<file path="src/rtl/pl_adc_capture.sv">
// rtl/pl_adc_capture.sv - CMOS ADC capture engine: start-edge triggered, decimated, valid/ready sample stream.
module pl_adc_capture #(
    parameter int DATA_W      = 14,
    parameter int CNT_W       = 20,
    parameter int DEFAULT_LEN = 200000
) (
    input  logic              i_CMOS_Clk,
    input  logic              i_Rst_n,
    input  logic [DATA_W-1:0] i_CMOS_Data,
    input  logic              i_ADC_Work,
    input  logic              i_Abort,
    input  logic [1:0]        i_Mode,
    input  logic [CNT_W-1:0]  i_Len,
    input  logic [7:0]        i_Decim,
    output logic [DATA_W-1:0] o_CMOS_Data,
    output logic              o_Valid,
    input  logic              i_Ready,
    output logic              o_Busy,
    output logic              o_ADC_Done,
    output logic              o_Aborted,
    output logic              o_Overrun,
    output logic [CNT_W-1:0]  o_Sample_Cnt
);

    localparam logic [CNT_W-1:0] DEF_LEN = CNT_W'(DEFAULT_LEN);

    typedef enum logic [1:0] {S_IDLE, S_CAPTURE, S_DRAIN} state_t;

    state_t             state_q, state_d;
    logic               work_q, work_d;
    logic [DATA_W-1:0]  data_q, data_d;
    logic [CNT_W-1:0]   len_q, len_d;
    logic [1:0]         mode_q, mode_d;
    logic [7:0]         decim_q, decim_d;
    logic [7:0]         dcnt_q, dcnt_d;
    logic [DATA_W-1:0]  pat_q, pat_d;
    logic [DATA_W-1:0]  out_q, out_d;
    logic               valid_q, valid_d;
    logic               busy_q, busy_d;
    logic               done_q, done_d;
    logic               aborted_q, aborted_d;
    logic               overrun_q, overrun_d;
    logic [CNT_W-1:0]   cnt_q, cnt_d;

    logic               start_edge;
    logic               xfer;
    logic               emit;
    logic [DATA_W-1:0]  chk;
    logic [DATA_W-1:0]  src;

    assign start_edge = i_ADC_Work & ~work_q;
    assign xfer       = valid_q & i_Ready;
    assign emit       = (state_q == S_CAPTURE) && (dcnt_q == 8'd0);

    // Checkerboard: odd bit positions set on even emits, phase flips every emit.
    always_comb begin
        chk = '0;
        for (int i = 0; i < DATA_W; i++) begin
            chk[i] = i[0] ^ pat_q[0];
        end
    end

    always_comb begin
        case (mode_q)
            2'd1:    src = pat_q;
            2'd2:    src = chk;
            default: src = data_q;
        endcase
    end

    always_comb begin
        state_d   = state_q;
        work_d    = i_ADC_Work;
        data_d    = i_CMOS_Data;
        len_d     = len_q;
        mode_d    = mode_q;
        decim_d   = decim_q;
        dcnt_d    = dcnt_q;
        pat_d     = pat_q;
        out_d     = out_q;
        valid_d   = valid_q;
        busy_d    = busy_q;
        done_d    = done_q;
        aborted_d = aborted_q;
        overrun_d = overrun_q;
        cnt_d     = cnt_q;

        if (xfer) begin
            valid_d = 1'b0;
        end

        if (i_Abort && (state_q != S_IDLE)) begin
            state_d   = S_IDLE;
            valid_d   = 1'b0;
            busy_d    = 1'b0;
            done_d    = 1'b1;
            aborted_d = 1'b1;
        end else begin
            case (state_q)
                S_IDLE: begin
                    if (start_edge) begin
                        state_d   = S_CAPTURE;
                        len_d     = (i_Len == '0) ? DEF_LEN : i_Len;
                        mode_d    = i_Mode;
                        decim_d   = i_Decim;
                        dcnt_d    = 8'd0;
                        pat_d     = '0;
                        cnt_d     = '0;
                        busy_d    = 1'b1;
                        done_d    = 1'b0;
                        aborted_d = 1'b0;
                        overrun_d = 1'b0;
                    end
                end
                S_CAPTURE: begin
                    dcnt_d = (dcnt_q == decim_q) ? 8'd0 : dcnt_q + 8'd1;
                    if (emit) begin
                        out_d   = src;
                        valid_d = 1'b1;
                        cnt_d   = cnt_q + CNT_W'(1);
                        pat_d   = pat_q + DATA_W'(1);
                        if (valid_q && !i_Ready) begin
                            overrun_d = 1'b1;
                        end
                        if (cnt_q + CNT_W'(1) == len_q) begin
                            state_d = S_DRAIN;
                        end
                    end
                end
                S_DRAIN: begin
                    if (!valid_q || i_Ready) begin
                        state_d = S_IDLE;
                        valid_d = 1'b0;
                        busy_d  = 1'b0;
                        done_d  = 1'b1;
                    end
                end
                default: state_d = S_IDLE;
            endcase
        end
    end

    always_ff @(posedge i_CMOS_Clk or negedge i_Rst_n) begin
        if (!i_Rst_n) begin
            state_q   <= S_IDLE;
            work_q    <= 1'b0;
            data_q    <= '0;
            len_q     <= '0;
            mode_q    <= 2'd0;
            decim_q   <= 8'd0;
            dcnt_q    <= 8'd0;
            pat_q     <= '0;
            out_q     <= '0;
            valid_q   <= 1'b0;
            busy_q    <= 1'b0;
            done_q    <= 1'b0;
            aborted_q <= 1'b0;
            overrun_q <= 1'b0;
            cnt_q     <= '0;
        end else begin
            state_q   <= state_d;
            work_q    <= work_d;
            data_q    <= data_d;
            len_q     <= len_d;
            mode_q    <= mode_d;
            decim_q   <= decim_d;
            dcnt_q    <= dcnt_d;
            pat_q     <= pat_d;
            out_q     <= out_d;
            valid_q   <= valid_d;
            busy_q    <= busy_d;
            done_q    <= done_d;
            aborted_q <= aborted_d;
            overrun_q <= overrun_d;
            cnt_q     <= cnt_d;
        end
    end

    assign o_CMOS_Data  = out_q;
    assign o_Valid      = valid_q;
    assign o_Busy       = busy_q;
    assign o_ADC_Done   = done_q;
    assign o_Aborted    = aborted_q;
    assign o_Overrun    = overrun_q;
    assign o_Sample_Cnt = cnt_q;

endmodule

</file>
<file path="config.mk">
export PLATFORM = sky130hd
export DESIGN_NAME = pl_adc_capture
export DESIGN_NICKNAME = d
export VERILOG_FILES = /design/src/rtl/pl_adc_capture.sv
export SDC_FILE = /design/constraint.sdc
export NUM_CORES = 1
export LEC_CHECK = 0
export ABC_CLOCK_PERIOD_IN_PS = 2500
export BUFFER_PORTS_ARGS = -buffer_cell sky130_fd_sc_hd__buf_2
export CORE_ASPECT_RATIO = 0.6
export CORE_MARGIN = 2
export CORE_UTILIZATION = 28
export CTS_CLUSTER_DIAMETER = 60
export CTS_CLUSTER_SIZE = 30
export DETAILED_ROUTE_END_ITERATION = 10
export GPL_ROUTABILITY_DRIVEN = 0
export PLACE_DENSITY_LB_ADDON = 0.05
export SLEW_MARGIN = 30
export SYNTH_ARGS = -nofsm -noshare
export SYNTH_HDL_FRONTEND = slang
export SYNTH_SLANG_ARGS = --single-unit
</file>
<file path="constraint.sdc">
create_clock -name i_CMOS_Clk -period 2.5 [get_ports i_CMOS_Clk]
set_input_delay 0.125 -clock i_CMOS_Clk [delete_from_list [all_inputs] [get_ports i_CMOS_Clk]]
set_output_delay 0.125 -clock i_CMOS_Clk [all_outputs]
set_load 0.02 [all_outputs]
</file>
* Yosys cells after proc, flatten, opt, wreduce, memory -nomap -nowiden
Cells that the tools add are included.
Word-level totals: bits in registers 108, latch bits 0, memory bits (writable) 0, bits in read-only memories 0, input port bits 49, output and inout port bits 39, memories 0
Operators by class: add/subtract/negate cells 3, $mul 0, divide/modulo/power cells 0, magnitude comparators 0, equality and inequality tests 13, shift operators 0, muxes and demuxes 35, bitwise gates (word level) 5, reduce and logical (&&, ||, !) cells 22
Operator list (number):
- 20-bit 2-to-1 mux | 3
- 14-bit case mux with 2 select lines | 2
- 20-bit case mux with 2 select lines | 1
- 14-bit 2-to-1 mux | 2
- 20-bit by 1-bit adder with 20-bit output, second input constant | 1
- 20-bit == test | 1
- 20-bit zero test | 1
- 8-bit 2-to-1 mux | 2
- 8-bit case mux with 2 select lines | 1
- 14-bit by 1-bit adder with 14-bit output, second input constant | 1
- 1-bit 2-to-1 mux | 14
- 3-bit AND reduction | 4
- 2-bit 2-to-1 mux | 5
- 8-bit by 1-bit adder with 8-bit output, second input constant | 1
- 8-bit == test | 1
- 8-bit zero test | 1
- 1-bit case mux with 2 select lines | 4
- 4-bit AND reduction | 2
- 2-bit nonzero test | 4
- 3-bit inequality test, second input constant | 2
- 2-bit case mux with 3 select lines | 1
- 5-bit AND reduction | 1
- 2-bit by 1-bit == test with 1-bit output, second input constant | 2
- 2-bit == test, second input constant | 2
- 12 further kinds | 19

* Longest topological paths before layout
word-level depth 6, depth in mapped cells 11, depth with buffers taken out 9

* Least setup slack after synthesis
OpenSTA, ideal clock, no wires.
kind register to register, start reg cnt_q[0], in the netlist o_Sample_Cnt[0], end reg state_q[0], setup time 124 ps, arrival time 2451 ps, data required time 2376 ps, path slack -75 ps, cell stages (with the launch flop) 11, buffers on the path 2, clock period less this slack 2575 ps, cells stage by stage dfrtp_1 ha_1 buf_4 and4_4 nand4_4 or2_1 buf_6 or4_4 a41oi_4 a31o_1 nand3_1
On the way: longest elaborated chain between the ends 4
Ends and longest elaborated chain:
- start, declared | line 43 | logic [CNT_W-1:0] cnt_q, cnt_d;
- start signal, assigned | line 175 | cnt_q <= cnt_d;
- 20-bit by 1-bit adder with 20-bit output | line 125 | if (cnt_q + CNT_W'(1) == len_q) begin
- 20-bit == test | line 125
- 3-bit by 1-bit inequality test with 1-bit output (no line)
- 4-bit AND reduction (no line)
- end signal, assigned | line 161 | state_q <= state_d;
- end, declared | line 29 | state_t state_q, state_d;
Every way passes these cells. A chain may end at the register's enable or synchronous reset.

* Final worst setup path
Same ends and word-level chain as after synthesis.

==> flow_summary.json <==
{
  "grt_overflow": 0,
  "placed_area_sq_um": 6630,
  "die_h_um": 114,
  "timing.fmax_ghz": 0.423,
  "drt_iter0_drc": 391,
  "track_usage_pct": 17.6,
  "cts_buffer_depth": 2,
  "ys_seq_elements": 108,
  "fillCellCount": 2099,
  "fin_crit_ps": 2370,
  "crit_path_max_fanout": 7,
  "ant_nets": 0,
  "fin_crit_sh_pct": 94.7,
  "yosysTopAreaCellShare_pct": 47.8,
  "htree_levels": 3,
  "tns_ps": 0,
  "drv_slew": 0,
  "postCtsSetupBuffers": 0,
  "synth_edf_count": 0,
  "clock-sinks": 108,
  "yosysTopAreaCell": "dfrtp_1",
  "worstPathRequired_ps": 2760,
  "die_w_um": 188,
  "cts-buffers-inserted": 9,
  "grt_pass1_vias": 4894,
  "grt_pass1_wl_um": 28800,
  "drive_above_1_share_pct": 21.6,
  "finalSetupViolCount": 0,
  "clk_latency_ps": 370,
  "start_util_pct": 28.4,
  "yosysWarningCount": 0,
  "maxCapViolCount": 0,
  "cts_root_buf": "clkbuf_16",
  "yosysMostFrequentCell": "nand2_1",
  "syn_avg_cell_area_sq_um": 8.95,
  "worst-path-buf-inv": 0,
  "worstPathCellList": "ha_1 > and4_4 > nand4_4 > or2_1 > or4_4 > a41oi_4 > a31o_1 > nand3_1",
  "synth_cell_type_count": 67,
  "ys.flop_type": "dfrtp_1",
  "dr.pass1.iters": 5,
  "die_area_sq_um": 21400,
  "fin_skew_ps": 14.3,
  "place_hpwl_um": 13300,
  "synthTopCellsByCount": "nand2_1, dfrtp_1, o21ai_0, a21oi_1, nor2_1",
  "pin_count": 88,
  "yosysSeqAreaShare_pct": 47.8,
  "critical-path-slowest-cell": "or4_4",
  "synth_nets": 690,
  "port_buffers": 87,
  "antenna_cells": 0,
  "synth_area_leaders": "dfrtp_1, nand2_1, o21ai_0",
  "r2r_cells": 8,
  "worst_hold_slack_ps": 15.3,
  "worst-path-stages": 8,
  "async_flop_share_pct": 100,
  "cp_top_family": "simple AND/OR/NAND/NOR gates",
  "fin_area_sq_um": 7410,
  "hold_path.class": "input pin to register",
  "area_growth_pct": 31.0,
  "netlist_area_sq_um": 5660,
  "p_leak_nw": 3.40,
  "worst-setup-path-type": "register to register",
  "tightest_slew_ps": 782,
  "max_stage_delay_ps": 520,
  "p_per_area_nw_per_um2": 927,
  "critPathLaunchType": "register",
  "core-area_sq_um": 19900,
  "nets": 839,
  "vias": 5141,
  "peakVddDrop_uv": 395,
  "arrival_ps": 2630,
  "grt_antenna_before_repair": 0,
  "clkTransAtPathRegs_ps": 90,
  "num_rows": 40,
  "hold_viol_final": 0,
  "vias_per_cell": 4.85,
  "status": "completed",
  "synth_cells": 632,
  "hold_depth": 3,
  "crit_path_end_kind": "register",
  "grt_max_degree": 48,
  "detail_route.wl_per_cell_um": 17.1,
  "drc_errors": 0,
  "wl_um": 18100,
  "max-slew-margin-rel_pct": 47.7,
  "cts_tree": "yes"
}
## where the power goes
part | internal [mW] | leakage [nW] | switching (mW) | total, mW
sequential | 2.19 | 1.38 | 0.364 | 2.55
combinational | 1.05 | 1.86 | 1.69 | 2.74
clock | 0.808 | 0.156 | 0.773 | 1.58
total | 4.05 | 3.40 | 2.83 | 6.87
## flip-flops by register name (all words and copies together), names as in the netlist
name / count
data_q: 14
dcnt_q: 8
decim_q: 8
len_q: 20
mode_q: 2
o_ADC_Done: 1
o_Aborted: 1
o_Busy: 1
o_CMOS_Data: 14
o_Overrun: 1
o_Sample_Cnt: 20
o_Valid: 1
pat_q: 14
state_q: 2
work_q: 1
## what timing repair did
item                       CTS  global route
hold buffers                43             0
hold endpoints to repair    86             0
setup endpoints to repair    2             3
gates resized for setup      1             7
## cells in the final DEF, fill, tap and decap left out, types with 4 or more instances in the layout
| master | synthesis | routed |
|---|---|---|
| nor2b_1 | 5 | 5 |
| buf_2 | 4 | 86 |
| nor3_1 | 5 | 4 |
| nor4_1 | 11 | 9 |
| nand4_1 | 9 | 9 |
| o41ai_1 | 4 | 4 |
| a21oi_1 | 45 | 45 |
| buf_4 | 2 | 43 |
| o22ai_1 | 4 | 4 |
| nand3_1 | 23 | 21 |
| nand2_1 | 130 | 129 |
| o21ai_0 | 53 | 53 |
| and4_1 | 4 | 4 |
| inv_1 | 13 | 13 |
| o22a_1 | 7 | 7 |
| o31ai_1 | 11 | 11 |
| a31oi_1 | 4 | 4 |
| xor2_1 | 24 | 24 |
| dlygate4sd3_1 | 0 | 43 |
| or3_1 | 5 | 5 |
| xnor2_1 | 13 | 13 |
| and3_1 | 8 | 8 |
| clkbuf_16 | 0 | 9 |
| nand2b_1 | 5 | 5 |
| dfrtp_1 | 108 | 106 |
| nor2_1 | 38 | 37 |
| ha_1 | 9 | 9 |
## logic make-up after synthesis
family | after synthesis | share of synthesized area, %
mux | 3 | 0.553
flops | 108 | 47.8
compound gates | 155 | 16.9
simple gates | 272 | 23.5
buf+inv | 48 | 3.56
fa+ha+maj | 9 | 1.99
xor+xnor | 37 | 5.73
## worst paths after layout
kind | start | slack, ps | endpoint
max in group asynchronous | i_Rst_n | 1470 | o_CMOS_Data[8]
worst min-delay path | i_Len[9] | 20 | len_q[9]
min in group asynchronous | i_Rst_n | 300 | len_q[19]
worst max register to register | o_Sample_Cnt[0] | 130 | state_q[0]
worst min register to register | o_CMOS_Data[7] | 480 | o_CMOS_Data[7]
worst max-delay path | o_Sample_Cnt[0] | 130 | state_q[0]
## stage by stage
step	setup WS, ps	utilization, %	std cells	power [mW]
final	133	37.2	1059	6.87
after global routing	-0.129	37.2	1059	7.44
after CTS	25.9	37.0	1059	6.94
after detailed placement	-57.5	33.3	1000	5.27
after global placement	-87.2	33.3	1000	5.25
after floorplan	18.6	-	632	4.28
## worst register-to-register path: stages, from the launching register on
cell,delay [ps]
dfrtp_2,440
ha_1,190
and4_4,270
nand4_4,100
or2_1,310
or4_4,520
a41oi_4,200
a31o_1,170
nand3_1,50
## area by class of cell
class,instances,area (sq um),share of cell area (%)
clock buffer,9,225,3.04
clock inverter,7,92.6,1.25
multi-input combinational,476,2800,37.7
inverter,13,48.8,0.658
tap,273,342,4.61
sequential,108,2710,36.5
timing repair buffer,173,1200,16.2
## layer usage
metal	global-route usage, %	part of all wire [%]
met3	3.95	4.7
met1	27.8	55
met2	23.9	40
met5	0	0
met4	3.88	0.81
Power figures use the tool's default switching activity.
